File: src/rtl/button_debounce.sv
// Push-button conditioner: synchronises the raw pad, debounces it and emits
// registered press/release/long-press pulses plus a wrapping press counter.
module button_debounce #(
    parameter int DEBOUNCE_CYCLES = 500000,
    parameter int LONG_CYCLES     = 100000000,
    parameter int ACTIVE_HIGH     = 1
) (
    input  logic       fclock,
    input  logic       lock,
    input  logic       button,
    output logic       pressed,
    output logic       press_pulse,
    output logic       release_pulse,
    output logic       long_pulse,
    output logic [7:0] press_count
);

    typedef enum logic [1:0] {
        ST_IDLE = 2'd0,
        ST_HELD = 2'd1,
        ST_LONG = 2'd2
    } state_t;

    localparam logic [20:0] DEB_LAST  = 21'(DEBOUNCE_CYCLES - 1);
    localparam logic [26:0] LONG_LAST = 27'(LONG_CYCLES - 1);

    logic        w_b;
    logic        r_s1;
    logic        r_s2;
    logic [20:0] r_dcnt;
    logic        r_pressed;
    logic        w_toggle;
    logic        w_rise;
    logic        w_fall;

    state_t      r_state;
    state_t      w_state_nxt;
    logic [26:0] r_lcnt;
    logic [26:0] w_lcnt_nxt;
    logic [7:0]  r_count;
    logic [7:0]  w_count_nxt;
    logic        r_press_pulse;
    logic        r_release_pulse;
    logic        r_long_pulse;
    logic        w_press_nxt;
    logic        w_release_nxt;
    logic        w_long_nxt;

    assign w_b = (ACTIVE_HIGH != 0) ? button : ~button;

    // Two-flop synchroniser for the asynchronous pad.
    always_ff @(posedge fclock or negedge lock) begin
        if (!lock) begin
            r_s1 <= 1'b0;
            r_s2 <= 1'b0;
        end else begin
            r_s1 <= w_b;
            r_s2 <= r_s1;
        end
    end

    // Debounce counter: any cycle of agreement restarts the count.
    always_ff @(posedge fclock or negedge lock) begin
        if (!lock) begin
            r_dcnt    <= 21'd0;
            r_pressed <= 1'b0;
        end else if (r_s2 == r_pressed) begin
            r_dcnt <= 21'd0;
        end else if (r_dcnt == DEB_LAST) begin
            r_pressed <= ~r_pressed;
            r_dcnt    <= 21'd0;
        end else begin
            r_dcnt <= r_dcnt + 21'd1;
        end
    end

    // The event FSM sees the toggle in the same cycle the debounced level flips,
    // so each pulse lines up with the change of pressed.
    assign w_toggle = (r_s2 != r_pressed) && (r_dcnt == DEB_LAST);
    assign w_rise   = w_toggle & ~r_pressed;
    assign w_fall   = w_toggle & r_pressed;

    // Event FSM state and registered outputs.
    always_ff @(posedge fclock or negedge lock) begin
        if (!lock) begin
            r_state         <= ST_IDLE;
            r_lcnt          <= 27'd0;
            r_count         <= 8'd0;
            r_press_pulse   <= 1'b0;
            r_release_pulse <= 1'b0;
            r_long_pulse    <= 1'b0;
        end else begin
            r_state         <= w_state_nxt;
            r_lcnt          <= w_lcnt_nxt;
            r_count         <= w_count_nxt;
            r_press_pulse   <= w_press_nxt;
            r_release_pulse <= w_release_nxt;
            r_long_pulse    <= w_long_nxt;
        end
    end

    // Event FSM next state; release wins over a coincident long-press.
    always_comb begin
        w_state_nxt   = r_state;
        w_lcnt_nxt    = r_lcnt;
        w_count_nxt   = r_count;
        w_press_nxt   = 1'b0;
        w_release_nxt = 1'b0;
        w_long_nxt    = 1'b0;
        case (r_state)
            ST_IDLE: begin
                if (w_rise) begin
                    w_press_nxt = 1'b1;
                    w_count_nxt = r_count + 8'd1;
                    w_lcnt_nxt  = 27'd0;
                    w_state_nxt = ST_HELD;
                end else begin
                    w_state_nxt = ST_IDLE;
                end
            end
            ST_HELD: begin
                if (w_fall) begin
                    w_release_nxt = 1'b1;
                    w_state_nxt   = ST_IDLE;
                end else if (r_lcnt == LONG_LAST) begin
                    w_long_nxt  = 1'b1;
                    w_state_nxt = ST_LONG;
                end else begin
                    w_lcnt_nxt = r_lcnt + 27'd1;
                end
            end
            ST_LONG: begin
                if (w_fall) begin
                    w_release_nxt = 1'b1;
                    w_state_nxt   = ST_IDLE;
                end else begin
                    w_state_nxt = ST_LONG;
                end
            end
            default: begin
                w_state_nxt = ST_IDLE;
                w_lcnt_nxt  = 27'd0;
            end
        endcase
    end

    assign pressed       = r_pressed;
    assign press_pulse   = r_press_pulse;
    assign release_pulse = r_release_pulse;
    assign long_pulse    = r_long_pulse;
    assign press_count   = r_count;

endmodule

File: config.mk
export PLATFORM = sky130hd
export DESIGN_NAME = button_debounce
export DESIGN_NICKNAME = d
export VERILOG_FILES = /design/src/rtl/button_debounce.sv
export SDC_FILE = /design/constraint.sdc
export NUM_CORES = 1
export LEC_CHECK = 0
export ABC_AREA = 1
export CAP_MARGIN = 20
export CORE_ASPECT_RATIO = 1.25
export CORE_MARGIN = 2
export CORE_UTILIZATION = 40
export CTS_BUF_LIST = sky130_fd_sc_hd__clkbuf_8
export CTS_CLUSTER_DIAMETER = 60
export DETAILED_ROUTE_END_ITERATION = 6
export MAX_ROUTING_LAYER = met4
export PLACE_DENSITY_LB_ADDON = 0.15
export SLEW_MARGIN = 30
export SYNTH_ARGS = -nofsm -noshare
export SYNTH_HDL_FRONTEND = slang
export SYNTH_SLANG_ARGS = --single-unit
File: constraint.sdc
create_clock -name fclock -period 5.7 [get_ports fclock]
set_clock_uncertainty 0.1 [all_clocks]
set_input_delay 1.71 -clock fclock [delete_from_list [all_inputs] [get_ports fclock]]
set_output_delay 1.71 -clock fclock [all_outputs]
set_load 0.02 [all_outputs]
# Word level (Yosys, flattened, before mapping)
# Index checks and enable logic that the tools add are counted.
# op_classes
n_addsub,3
mul,0
div_mod_pow,0
order_cmp,0
eq_ne,10
n_shift,0
n_mux,18
bitwise,5
n_reduce_logical,6
# op_table
op,count
$mux W27,3
$pmux W27 S3,1
$mux W21,2
$add A27 B1 Y27 const B,1
$eq A27 B27 Y1 const B,1
$add A21 B1 Y21 const B,1
$eq A21 B19 Y1 const B,1
$add A8 B1 Y8 const B,1
$mux W1,8
$mux W2,3
$ne A2 B2 Y1 const B,3
$pmux W2 S3,1
$reduce_and A2 Y1,2
$reduce_and A4 Y1,1
$ne A3 B3 Y1 const B,1
$not A1 Y1,3
$and A1 B1 Y1,2
$eq A2 B1 Y1 const B,1
$eq A2 B2 Y1 const B,1
$logic_not A2 Y1,1
$reduce_or A2 Y1,1
$eq A1 B1 Y1,1
$logic_and A1 B1 Y1,1
$ne A1 B1 Y1,1
# word_totals
reg_bits,64
latchBits,0
ram_bits,0
rom_bits,0
inputBits,3
output_inout_bits,12
elab_cells,52
n_memories,0

# Depth between registers and ports, before layout
# logic_depth
word_depth,5
mapped_depth,11

# Worst setup path after synthesis
# No wires, ideal clock.
# synth_timing
path_kind,register to output
start,"reg r_count[0], in the netlist press_count[0]"
end,out press_count[0]
t_arrival_ns,0.468
required_ns,3.890
setup_slack_ns,3.422
stages_incl_launch_ff,1
path_buffers,0
path_cell_list,dfrtp_1
# synth_lines
element,line_no,source
from (decl),40,logic [7:0] r_count;
from (signal assigned),95,r_count <= w_count_nxt;
to (decl),15,output logic [7:0] press_count
# No word-level cell between the ends.

# Worst setup path after layout
# layout_timing
start,"reg r_count[5], in the netlist press_count[5]"
end,out press_count[5]
# No word-level cell between the ends.

==> results.rst <==
.. list-table::
   :header-rows: 1

   * - Metric
     - Value
   * - Post_cts resized
     - 0
   * - First-pass GRT wire length
     - 18.2 mm
   * - Gate count after technology mapping
     - 604
   * - Static power due to leakage
     - 0.00213 uW
   * - Type of destination of the critical path
     - output port
   * - Die extent in y
     - 119 um
   * - Starting utilization of the core area
     - 40.7%
   * - Delay of the slowest cell on the worst path
     - 0.63 ns
   * - Drt total wl
     - 10.8 mm
   * - Mean Syn Cell Area
     - 7.04 um^2
   * - Die ar.
     - around 11000 um^2
   * - Number of enable flip-flop cells after synthesis
     - 0
   * - Max-slew headroom at the worst pin
     - about 47%
   * - TritonCTS clock tree
     - done
   * - Crit Path Category
     - reg2out
   * - Share of power burned in the clock network
     - 48.6%
   * - Kind of start point of the critical path
     - flop
   * - Commonest cells after routing, fill and taps aside
     - nand2_1, nor2_1, inv_1
   * - Number of maximum-capacitance violations
     - 0
   * - Commonest register cell after synthesis
     - dfrtp_1
   * - Sum of negative setup slack
     - 0 ns
   * - Net switching power of the design
     - slightly above 200 uW
   * - Switching fraction of total power
     - 21.9%
   * - Power per cell area
     - 197 nW/um^2
   * - Final hold violations
     - 0
   * - Number of design-rule violations left by the first detailed-router iteration
     - 149
   * - Routed wire length per instance
     - 14.3 um
   * - Final clock period utilization by the worst path
     - 56.1%
   * - Clk Latency, worst-skew pair
     - 0.36 ns
   * - Crit-path cells
     - clkdlybuf4s50_1
   * - Setup Buffers After CTS
     - 0
   * - CP delay by family, top
     - buffers and inverters
   * - Worst-margin pin slew
     - 0.798 ns
   * - Antenna diode count
     - 0
   * - Antenna violations before repair
     - 0
   * - Leftover overflow at the end of global routing
     - 0
   * - Final Wtd Congestion
     - between 0.9 and 1
   * - Data required time at the worst endpoint
     - 3.89 ns
   * - Number of top-level pins
     - 15
   * - VDD IR-drop max
     - 0.118 mV
   * - Number of sinks handled by clock tree synthesis
     - 64
   * - Part of the power in registers
     - 49.4%
   * - Critical Path Start
     - press_count[5]
   * - Worst flop-to-flop path startpoint
     - r_dcnt[0]
   * - Area growth, synth to finish
     - 10.8%
   * - Most frequent standard cell in the layout excluding fill and tap cells
     - nand2_1
   * - Placement Rows
     - between 40 and 50
   * - Post-detail-place hpwl
     - about 7.8 mm
   * - Number of global-route vias before repair
     - 3804
   * - Total of endpoints with negative setup slack in the final report
     - 0
   * - Drt first pass iters
     - 4
   * - Combinational group share of total power
     - 2.0%
   * - Mapped cell area
     - 4250 um^2
   * - Combined global-route utilization of all metal layers
     - 21.1%
   * - Number of hold buffers added after CTS
     - 0
   * - Maximum clock path buffer count
     - 2
   * - Number of nets in the finished design
     - 631
   * - Worst reg-to-reg setup slack
     - 3.22 ns
   * - Share of layout cells above drive strength 1
     - 6.72%
   * - Buffer type at the clock tree root
     - clkbuf_8
   * - Internal portion of total power
     - a little over 700 uW
   * - Pin count of the biggest net entering global routing
     - 35
   * - Max Clock Freq
     - 313 MHz
   * - Number of buffer cells added on primary ports
     - 14
   * - Max-slew violation count
     - 0
   * - Placeable core region
     - between 10000 and 15000 um^2
   * - Remaining design rule violation count
     - 0
   * - Critical-path cell with the highest stage delay
     - clkdlybuf4s50_1
   * - Highest fanout seen on the critical path
     - 4
   * - Yosys warns
     - 0
   * - Worst hold slack after final layout
     - 0.260 ns
   * - Number of buffers added by the clock tree synthesis step
     - 9
   * - Run status
     - finished clean
   * - Horizontal die dimension
     - 96.2 um
   * - Number of vias per cell
     - slightly above 5
   * - Clock transition at the registers of the reported paths
     - 0.08 ns
   * - Worst endpoint data arrival time
     - 1.39 ns
   * - Synth Net Count
     - 614
   * - Unrepaired setup endpoints after global routing
     - false
   * - Distinct cell type count of the synthesized netlist
     - 35
   * - Hold_sp
     - r_s1
   * - Synth async-reset ratio
     - 100%
   * - Sequential cell area fraction in the yosys report
     - 37.6%
   * - Total number of vias
     - about 3900
   * - Final critical delay including setup and external delays
     - 3.20 ns
   * - Count of buffering cells on the critical path with inverters included
     - 1
   * - Htree depth
     - 3
   * - Count of nets left with antenna violations after detail routing
     - 0
   * - Min-Delay Path Class
     - reg2reg
   * - Seq cells post-synth
     - 64
## stage by stage
step	instance area, um^2	worst slack, ns	cells	power (uW)	util, %
after global routing	4710	2.44	757	967	45.1
after detailed placement	4490	2.80	742	487	42.9
after global placement	4490	2.82	742	486	42.9
after floorplan	4250	3.42	604	473	-
after CTS	4710	2.47	757	941	45.0
final	4710	2.50	757	929	45.1
## worst paths after layout
check,to,cells after the start
worst max-delay path,press_count[5],1
worst min-delay path,r_s2,0
worst max register to register,r_lcnt[5],9
worst min register to register,r_s2,0
max in group asynchronous,r_lcnt[3],2
min in group asynchronous,r_dcnt[0],1
## kinds of logic after synthesis
logic type,after synthesis,synth area share (%)
and+or+nand+nor,368,37.7
DFF,64,37.6
buffers and inverters,91,9.06
adders and majority gates,7,2.06
xor gates and xnor gates,23,4.74
AOI/OAI and AO/OA,51,8.82
## metal layers
layer	vias up	routed length [um]	GRT usage (%)
li1	1953	-	-
met1	1808	4670	23.8
met2	65	5540	35.7
met3	27	318	4.55
met4	0	290	8.48
met5	-	0	-
## Yosys cell counts, drive strengths merged, types with 8 or more instances
library cell	number	share of area, %
nor2	99	9.3
xor2	19	3.9
nand3	66	8.3
nand4	17	2.5
o21ai	13	1.5
o21bai	27	5.6
buf	8	1.6
nor3	19	2.2
inv	80	7.1
dfrtp	64	38
a21oi	9	1.3
nand2	162	15
## power groups by stage
stage	registers, uW	clock network, uW	logic [uW]
floorplan	467	0	6.07
global placement	467	0	19.0
detailed placement	468	0	19.4
CTS	459	464	19.3
global route	459	486	21.7
finish	459	451	18.5
## flip-flops by register name, summed over array words and instances, names as in the netlist
name and cells:
long_pulse 1, r_state 2, pressed 1, r_s2 1
press_pulse 1, press_count 8, r_s1 1, r_dcnt 21
release_pulse 1, r_lcnt 27
## final cells by class
type,instances,area (um^2)
clock inverter,4,68.8
sequential,64,1600
tap,132,165
multi-input combinational,449,2270
clock buffer,11,151
timing repair buffer,16,150
inverter,81,307
fill,1086,5740
Power figures use the tool's default switching activity.
